### config.mk
export PLATFORM = sky130hd
export DESIGN_NAME = spi_paint_decoder
export DESIGN_NICKNAME = d
export VERILOG_FILES = /design/src/rtl/spi_paint_decoder.sv
export SDC_FILE = /design/constraint.sdc
export NUM_CORES = 1
export LEC_CHECK = 0
export ABC_AREA = 1
export CAP_MARGIN = 20
export CORE_AREA = 2 2 80 139
export DETAILED_ROUTE_END_ITERATION = 7
export DIE_AREA = 0 0 82 141
export GPL_ROUTABILITY_DRIVEN = 1
export PLACE_DENSITY_LB_ADDON = 0.1
export SYNTH_ARGS = -nofsm -noshare
export SYNTH_HDL_FRONTEND = slang
export SYNTH_SLANG_ARGS = --single-unit
### constraint.sdc
create_clock -name clk -period 2 [get_ports clk]
set_input_delay 0.4 -clock clk [delete_from_list [all_inputs] [get_ports clk]]
set_output_delay 0.4 -clock clk [all_outputs]
set_load 0.02 [all_outputs]
### src/rtl/spi_paint_decoder.sv
`default_nettype none
// ============================================================================
// Module   : spi_paint_decoder
// Purpose  : SPI slave front-end; decodes position/config packets for paint.
// Revision : 1.0 - initial release
// ============================================================================
module spi_paint_decoder #(
  parameter int unsigned SYNC_STAGES = 2,
  parameter logic [7:0]  X_MAX       = 8'd159,
  parameter logic [7:0]  Y_MAX       = 8'd119
) (
  input  logic       clk,
  input  logic       reset,
  input  logic       sck,
  input  logic       sdi,
  input  logic       cs,
  output logic [7:0] x,
  output logic [7:0] y,
  output logic       brush,
  output logic [2:0] color,
  output logic       update_position,
  output logic       update_config,
  output logic       frame_error
);

  localparam logic [2:0] c_WAIT_IDLE = 3'd0;
  localparam logic [2:0] c_IDLE      = 3'd1;
  localparam logic [2:0] c_HEADER    = 3'd2;
  localparam logic [2:0] c_PAYLOAD   = 3'd3;
  localparam logic [2:0] c_DRAIN     = 3'd4;

  localparam logic [1:0] c_OP_POS = 2'b01;
  localparam logic [1:0] c_OP_CFG = 2'b10;

  logic [SYNC_STAGES-1:0] r_sck_sync, r_sdi_sync, r_cs_sync;
  logic                   r_sck_prev, r_cs_prev;
  logic [6:0]             r_shift;
  logic [2:0]             r_bit_cnt;
  logic [1:0]             r_byte_cnt;
  logic [2:0]             r_state, w_state_nxt;
  logic [1:0]             r_opcode;
  logic [7:0]             r_x_stg, r_y_stg;
  logic [3:0]             r_cfg_stg;
  logic [7:0]             r_x, r_y;
  logic                   r_brush;
  logic [2:0]             r_color;
  logic                   r_upd_pos, r_upd_cfg, r_frame_err;

  logic       w_sck, w_sdi, w_cs;
  logic       w_sck_rise, w_cs_fall, w_cs_rise;
  logic       w_bit_en, w_byte_done, w_cnt_clr;
  logic [7:0] w_byte;
  logic       w_hdr_legal, w_over, w_frame_ok;
  logic [1:0] w_pkt_len;
  logic       w_commit_pos, w_commit_cfg, w_frame_err;

  // cs synchronizer resets low so WAIT_IDLE only leaves on a real idle level
  always_ff @(posedge clk) begin
    if (reset) begin
      r_sck_sync <= '0;
      r_sdi_sync <= '0;
      r_cs_sync  <= '0;
      r_sck_prev <= 1'b0;
      r_cs_prev  <= 1'b0;
    end else begin
      r_sck_sync <= {r_sck_sync[SYNC_STAGES-2:0], sck};
      r_sdi_sync <= {r_sdi_sync[SYNC_STAGES-2:0], sdi};
      r_cs_sync  <= {r_cs_sync[SYNC_STAGES-2:0], cs};
      r_sck_prev <= w_sck;
      r_cs_prev  <= w_cs;
    end
  end

  assign w_sck       = r_sck_sync[SYNC_STAGES-1];
  assign w_sdi       = r_sdi_sync[SYNC_STAGES-1];
  assign w_cs        = r_cs_sync[SYNC_STAGES-1];
  assign w_sck_rise  = w_sck & ~r_sck_prev;
  assign w_cs_fall   = ~w_cs & r_cs_prev;
  assign w_cs_rise   = w_cs & ~r_cs_prev;
  assign w_bit_en    = w_sck_rise & ~w_cs;
  assign w_byte_done = w_bit_en & (r_bit_cnt == 3'd7);
  assign w_byte      = {r_shift, w_sdi};
  assign w_cnt_clr   = (r_state == c_IDLE) & w_cs_fall;

  always_ff @(posedge clk) begin
    if (reset || w_cnt_clr) begin
      r_shift    <= '0;
      r_bit_cnt  <= '0;
      r_byte_cnt <= '0;
    end else if (w_bit_en) begin
      r_shift   <= w_byte[6:0];
      r_bit_cnt <= r_bit_cnt + 3'd1;
      if (w_byte_done && (r_byte_cnt != 2'd3))
        r_byte_cnt <= r_byte_cnt + 2'd1;
    end
  end

  assign w_hdr_legal = (w_byte[7:6] == c_OP_POS) || (w_byte[7:6] == c_OP_CFG);
  assign w_pkt_len   = (r_opcode == c_OP_POS) ? 2'd3 : 2'd2;
  // r_byte_cnt is the index of the byte just completing (header = 0)
  assign w_over      = (r_byte_cnt >= w_pkt_len);
  assign w_frame_ok  = (r_bit_cnt == 3'd0) && (r_byte_cnt == w_pkt_len);

  always_ff @(posedge clk) begin
    if (reset) r_state <= c_WAIT_IDLE;
    else       r_state <= w_state_nxt;
  end

  always_comb begin
    w_state_nxt = r_state;
    case (r_state)
      c_WAIT_IDLE: if (w_cs) w_state_nxt = c_IDLE;
      c_IDLE:      if (w_cs_fall) w_state_nxt = c_HEADER;
      c_HEADER: begin
        if (w_cs_rise)        w_state_nxt = c_IDLE;
        else if (w_byte_done) w_state_nxt = w_hdr_legal ? c_PAYLOAD : c_DRAIN;
      end
      c_PAYLOAD: begin
        if (w_cs_rise)                  w_state_nxt = c_IDLE;
        else if (w_byte_done && w_over) w_state_nxt = c_DRAIN;
      end
      c_DRAIN:     if (w_cs_rise) w_state_nxt = c_IDLE;
      default:     w_state_nxt = c_WAIT_IDLE;
    endcase
  end

  always_comb begin
    w_commit_pos = 1'b0;
    w_commit_cfg = 1'b0;
    w_frame_err  = 1'b0;
    if (w_cs_rise) begin
      case (r_state)
        c_HEADER:  w_frame_err = 1'b1;
        c_PAYLOAD: begin
          w_commit_pos = w_frame_ok && (r_opcode == c_OP_POS);
          w_commit_cfg = w_frame_ok && (r_opcode == c_OP_CFG);
          w_frame_err  = !w_frame_ok;
        end
        c_DRAIN:   w_frame_err = 1'b1;
        default:   w_frame_err = 1'b0;
      endcase
    end
  end

  always_ff @(posedge clk) begin
    if (reset) begin
      r_opcode    <= '0;
      r_x_stg     <= '0;
      r_y_stg     <= '0;
      r_cfg_stg   <= '0;
      r_x         <= '0;
      r_y         <= '0;
      r_brush     <= 1'b0;
      r_color     <= '0;
      r_upd_pos   <= 1'b0;
      r_upd_cfg   <= 1'b0;
      r_frame_err <= 1'b0;
    end else begin
      r_upd_pos   <= w_commit_pos;
      r_upd_cfg   <= w_commit_cfg;
      r_frame_err <= w_frame_err;
      if ((r_state == c_HEADER) && w_byte_done)
        r_opcode <= w_byte[7:6];
      if ((r_state == c_PAYLOAD) && w_byte_done) begin
        if ((r_opcode == c_OP_POS) && (r_byte_cnt == 2'd1)) r_x_stg   <= w_byte;
        if ((r_opcode == c_OP_POS) && (r_byte_cnt == 2'd2)) r_y_stg   <= w_byte;
        if ((r_opcode == c_OP_CFG) && (r_byte_cnt == 2'd1)) r_cfg_stg <= w_byte[3:0];
      end
      if (w_commit_pos) begin
        r_x <= (r_x_stg > X_MAX) ? X_MAX : r_x_stg;
        r_y <= (r_y_stg > Y_MAX) ? Y_MAX : r_y_stg;
      end
      if (w_commit_cfg) begin
        r_brush <= r_cfg_stg[3];
        r_color <= r_cfg_stg[2:0];
      end
    end
  end

  assign x               = r_x;
  assign y               = r_y;
  assign brush           = r_brush;
  assign color           = r_color;
  assign update_position = r_upd_pos;
  assign update_config   = r_upd_cfg;
  assign frame_error     = r_frame_err;

endmodule
`default_nettype wire

==> out/metrics.csv, run 1 <==
metric,value,unit
run_status,"complete, no violations",
number_of_cts_inserted_buffers,9,
end_kind,flip-flop,
yosysSeqAreaShare,47.82,%
worst_r2r_path_depth,10,
antenna_cells_inserted,0,
floorplan_row_count,50,
layout_min_cycle_time,1797,ps
fp.coreArea,0.01051,mm2
synth_top_cell_by_area,sky130_fd_sc_hd__dfxtp_1,
timing.setup.critical_path_class,reg2reg,
globalRoute.totalOverflow,0,
ant_nets,0,
tns,0,ps
grt_antenna_before_repair,0,
gp_congestion,0.7145,
num-nets-final,423,
routed-via-count,2402,
final_layout_size_suffix_gt1_share,8.916,%
timing.hold.worst_path_depth,2,
cts_tree,built,
fill_cells,1140,
clk_pin_slew,60,ps
timing.hold.worst.start,r_sck_sync[0],
final_min_period_over_clock_period,89.84,%
start_util,27.08,%
ys_async_sr_fraction,0,%
grt_max_degree,29,
crit_path_launch_type,flip-flop,
worst_clock_skew,4.984,ps
max_capacitance_violation_count,0,
worst_hold_margin,403.6,ps
worst-endpoint-required,2270,ps
synth-warning-count,0,
first_pass_iters,4,
critical_path.reg2reg.startpoint,r_byte_cnt[0],
cts.sinks,68,
crit_path_max_fanout,14,
drv_slew,0,
io_buffers,27,
hold_path_end,r_sck_sync[1],
io_pins,28,
first_global_vias,2227,
synth_most_common_cell,sky130_fd_sc_hd__nand2_1,
grt.total_usage,12.50,%
routed_wl,6723,um
worst_slew_pin_slew,501.2,ps
synth_ff_type,sky130_fd_sc_hd__dfxtp_1,
hold_path.class,reg2reg,
arrival,2060,ps
die_area,0.01156,mm2
achievable-frequency,556.5,MHz
power.leakage,1.400,nW
synth_commonest_cells,"sky130_fd_sc_hd__nand2_1 (70), sky130_fd_sc_hd__dfxtp_1 (68), sky130_fd_sc_hd__inv_1 (47)",
yosysTopAreaCellShare,47.82,%
synthTopCellsByArea,"sky130_fd_sc_hd__dfxtp_1 (48%), sky130_fd_sc_hd__nand2_1 (9.2%), sky130_fd_sc_hd__a21oi_1 (7.0%), sky130_fd_sc_hd__inv_1 (6.2%), sky130_fd_sc_hd__nor2_1 (5.9%)",
vdd.ir_drop.worst,0.4278,mV
vias_per_cell,4.407,
syn-num-nets,388,
total_power,3.333,mW
regToRegEndpoint,y[0],
die_y,141,um
drt-wirelength-per-cell,12.34,um
synthesis.instances,376,
timing.slew.headroom,66.23,%
ys_ff_latch,68,
postSynthAreaPerCell,7.570,um2
clock_latency,330,ps
power_density,920.8,mW/mm2
drc,0,
yosysUniqueCellTypes,25,
grt_pass1_wl,10850,um
die_w,82,um
syn_area,0.002846,mm2
finalHoldViolations,0,
regToRegSetupSlack,200,ps
synthToLayoutAreaGrowth,27.16,%
drt-initial-drc-count,101,
number_of_enable_flip_flop_cells_after_synthesis,0,
cts-root-buf,sky130_fd_sc_hd__clkbuf_16,
rsz0062_at_grt,false,
detailed_place_hpwl,4757,um
cts-root-to-sink-buffers,2,
cts_hold_buffers,0,
final-setup-viol-count,0,
clock_tree.htree_level_count,3,
-- worst max path at each step --
| stage | startpoint | endpoint | slack [ps] | cells past startpoint |
|---|---|---|---|---|
| after floorplan | r_opcode[0] | y[0] | 320 | 9 |
| after global placement | r_byte_cnt[0] | x[7] | 140 | 7 |
| after detailed placement | r_byte_cnt[0] | x[4] | 60 | 7 |
| after CTS | r_byte_cnt[0] | x[4] | 40 | 7 |
| after global routing | r_byte_cnt[0] | y[1] | 20 | 10 |
| final | r_byte_cnt[0] | y[0] | 200 | 10 |
-- cells in the final DEF (no fill, tap or decap) --
master / synthesis / routed
sky130_fd_sc_hd__nand2_1: 70 / 70
sky130_fd_sc_hd__dfxtp_1: 68 / 68
sky130_fd_sc_hd__inv_1: 47 / 47
sky130_fd_sc_hd__nor2_1: 45 / 45
sky130_fd_sc_hd__a21oi_1: 40 / 40
sky130_fd_sc_hd__nand3_1: 29 / 28
sky130_fd_sc_hd__clkdlybuf4s50_1: 0 / 27
sky130_fd_sc_hd__o21ai_0: 19 / 19
sky130_fd_sc_hd__nor3_1: 12 / 12
sky130_fd_sc_hd__clkbuf_16: 0 / 9
sky130_fd_sc_hd__buf_4: 1 / 8
sky130_fd_sc_hd__nand4_1: 7 / 7
sky130_fd_sc_hd__ha_1: 7 / 7
sky130_fd_sc_hd__nand3_2: 3 / 4
sky130_fd_sc_hd__nor2_4: 3 / 3
sky130_fd_sc_hd__nand3_4: 2 / 3
sky130_fd_sc_hd__inv_2: 2 / 2
sky130_fd_sc_hd__o21ai_1: 2 / 2
sky130_fd_sc_hd__clkinvlp_4: 0 / 2
sky130_fd_sc_hd__buf_12: 0 / 2
sky130_fd_sc_hd__nor3b_4: 1 / 1
sky130_fd_sc_hd__or2_1: 1 / 1
sky130_fd_sc_hd__and3_1: 1 / 1
sky130_fd_sc_hd__o211ai_1: 1 / 1
sky130_fd_sc_hd__xor2_1: 1 / 1
sky130_fd_sc_hd__or2_0: 1 / 1
sky130_fd_sc_hd__clkinv_2: 0 / 1
sky130_fd_sc_hd__bufinv_16: 0 / 1
sky130_fd_sc_hd__clkbuf_8: 0 / 1
sky130_fd_sc_hd__clkbuf_1: 8 / 1
-- report_power, final --
group	total (mW)	internal (mW)	switching [mW]
registers	1.43	1.39	0.0458
logic	0.328	0.120	0.209
clock network	1.57	0.989	0.580
total	3.33	2.50	0.835
-- sequential cells by signal, summed over array words and instances (netlist names) --
| name | flops |
|---|---|
| r_x_stg | 8 |
| r_y_stg | 8 |
| x | 8 |
| y | 8 |
| r_shift | 7 |
| r_cfg_stg | 4 |
| color | 3 |
| r_bit_cnt | 3 |
| r_state | 3 |
| r_byte_cnt | 2 |
| r_cs_sync | 2 |
| r_opcode | 2 |
| r_sck_sync | 2 |
| r_sdi_sync | 2 |
| brush | 1 |
| frame_error | 1 |
| r_cs_prev | 1 |
| r_sck_prev | 1 |
| update_config | 1 |
| update_position | 1 |
-- cells by family after synthesis --
kind of cell | Yosys count | share of synthesized area, %
AOI/OAI and AO/OA | 62 | 10.99
xor gates and xnor gates | 1 | 0.3077
adders and majority gates | 7 | 3.077
buffers and inverters | 63 | 9.099
DFF | 68 | 47.82
and+or+nand+nor | 175 | 28.70
-- layout make-up --
| class | instances | area [um2] | area share [%] |
|---|---|---|---|
| sequential | 68 | 1361 | 37.61 |
| timing repair buffer | 37 | 370.4 | 10.23 |
| clock inverter | 4 | 50.05 | 1.383 |
| clock buffer | 11 | 242.7 | 6.706 |
| tap | 130 | 162.7 | 4.494 |
| inverter | 49 | 183.9 | 5.081 |
| multi-input combinational | 246 | 1249 | 34.50 |
-- worst max-delay path, stage by stage, from the launching register on --
cell and delay [ps]:
sky130_fd_sc_hd__dfxtp_1 390, sky130_fd_sc_hd__inv_1 90, sky130_fd_sc_hd__ha_1 280, sky130_fd_sc_hd__nand2_1 90
sky130_fd_sc_hd__nor3b_4 190, sky130_fd_sc_hd__buf_4 180, sky130_fd_sc_hd__buf_12 110, sky130_fd_sc_hd__nand3_4 170
sky130_fd_sc_hd__nand2_1 100, sky130_fd_sc_hd__nand2_1 50, sky130_fd_sc_hd__nor2_1 90
-- per-layer routing --
layer | track usage (%) | up-vias | share of wire (%)
met5 | 0 | - | 0
met4 | 6.579 | 0 | 2.2
met3 | 2.689 | 11 | 2.0
met2 | 21.74 | 23 | 55
met1 | 13.73 | 1088 | 41
li1 | - | 1280 | -
-- metrics by stage --
step	util, %	instance area (um2)	setup slack (ps)	std cells
3_5_place_dp	31.18	3277	59.20	527
3_3_place_gp	31.18	3277	143.1	527
5_1_grt	34.44	3620	22.68	545
6_report	34.44	3620	203.1	545
4_1_cts	33.96	3570	39.78	542
2_1_floorplan	-	2846	320.1	376
-- timing repair --
action,4_1_cts,5_1_grt
endpoints found under the hold margin,0,0
endpoints found under the setup margin,0,20
setup buffers,0,2
resized for setup,0,2
(Power assumes the default switching activity.)
==> run 2: changes to the inputs <==
--- a/config.mk
+++ b/config.mk
@@ -6,11 +6,12 @@
 export NUM_CORES = 1
 export LEC_CHECK = 0
 export ABC_AREA = 1
-export CAP_MARGIN = 20
+export CAP_MARGIN = 15
 export CORE_AREA = 2 2 80 139
 export DETAILED_ROUTE_END_ITERATION = 7
 export DIE_AREA = 0 0 82 141
 export GPL_ROUTABILITY_DRIVEN = 1
+export HOLD_SLACK_MARGIN = 0.08
 export PLACE_DENSITY_LB_ADDON = 0.1
 export SYNTH_ARGS = -nofsm -noshare
 export SYNTH_HDL_FRONTEND = slang
==> results of run 2 <==
The final DEF is identical to that of run 1; final timing and power are the same.
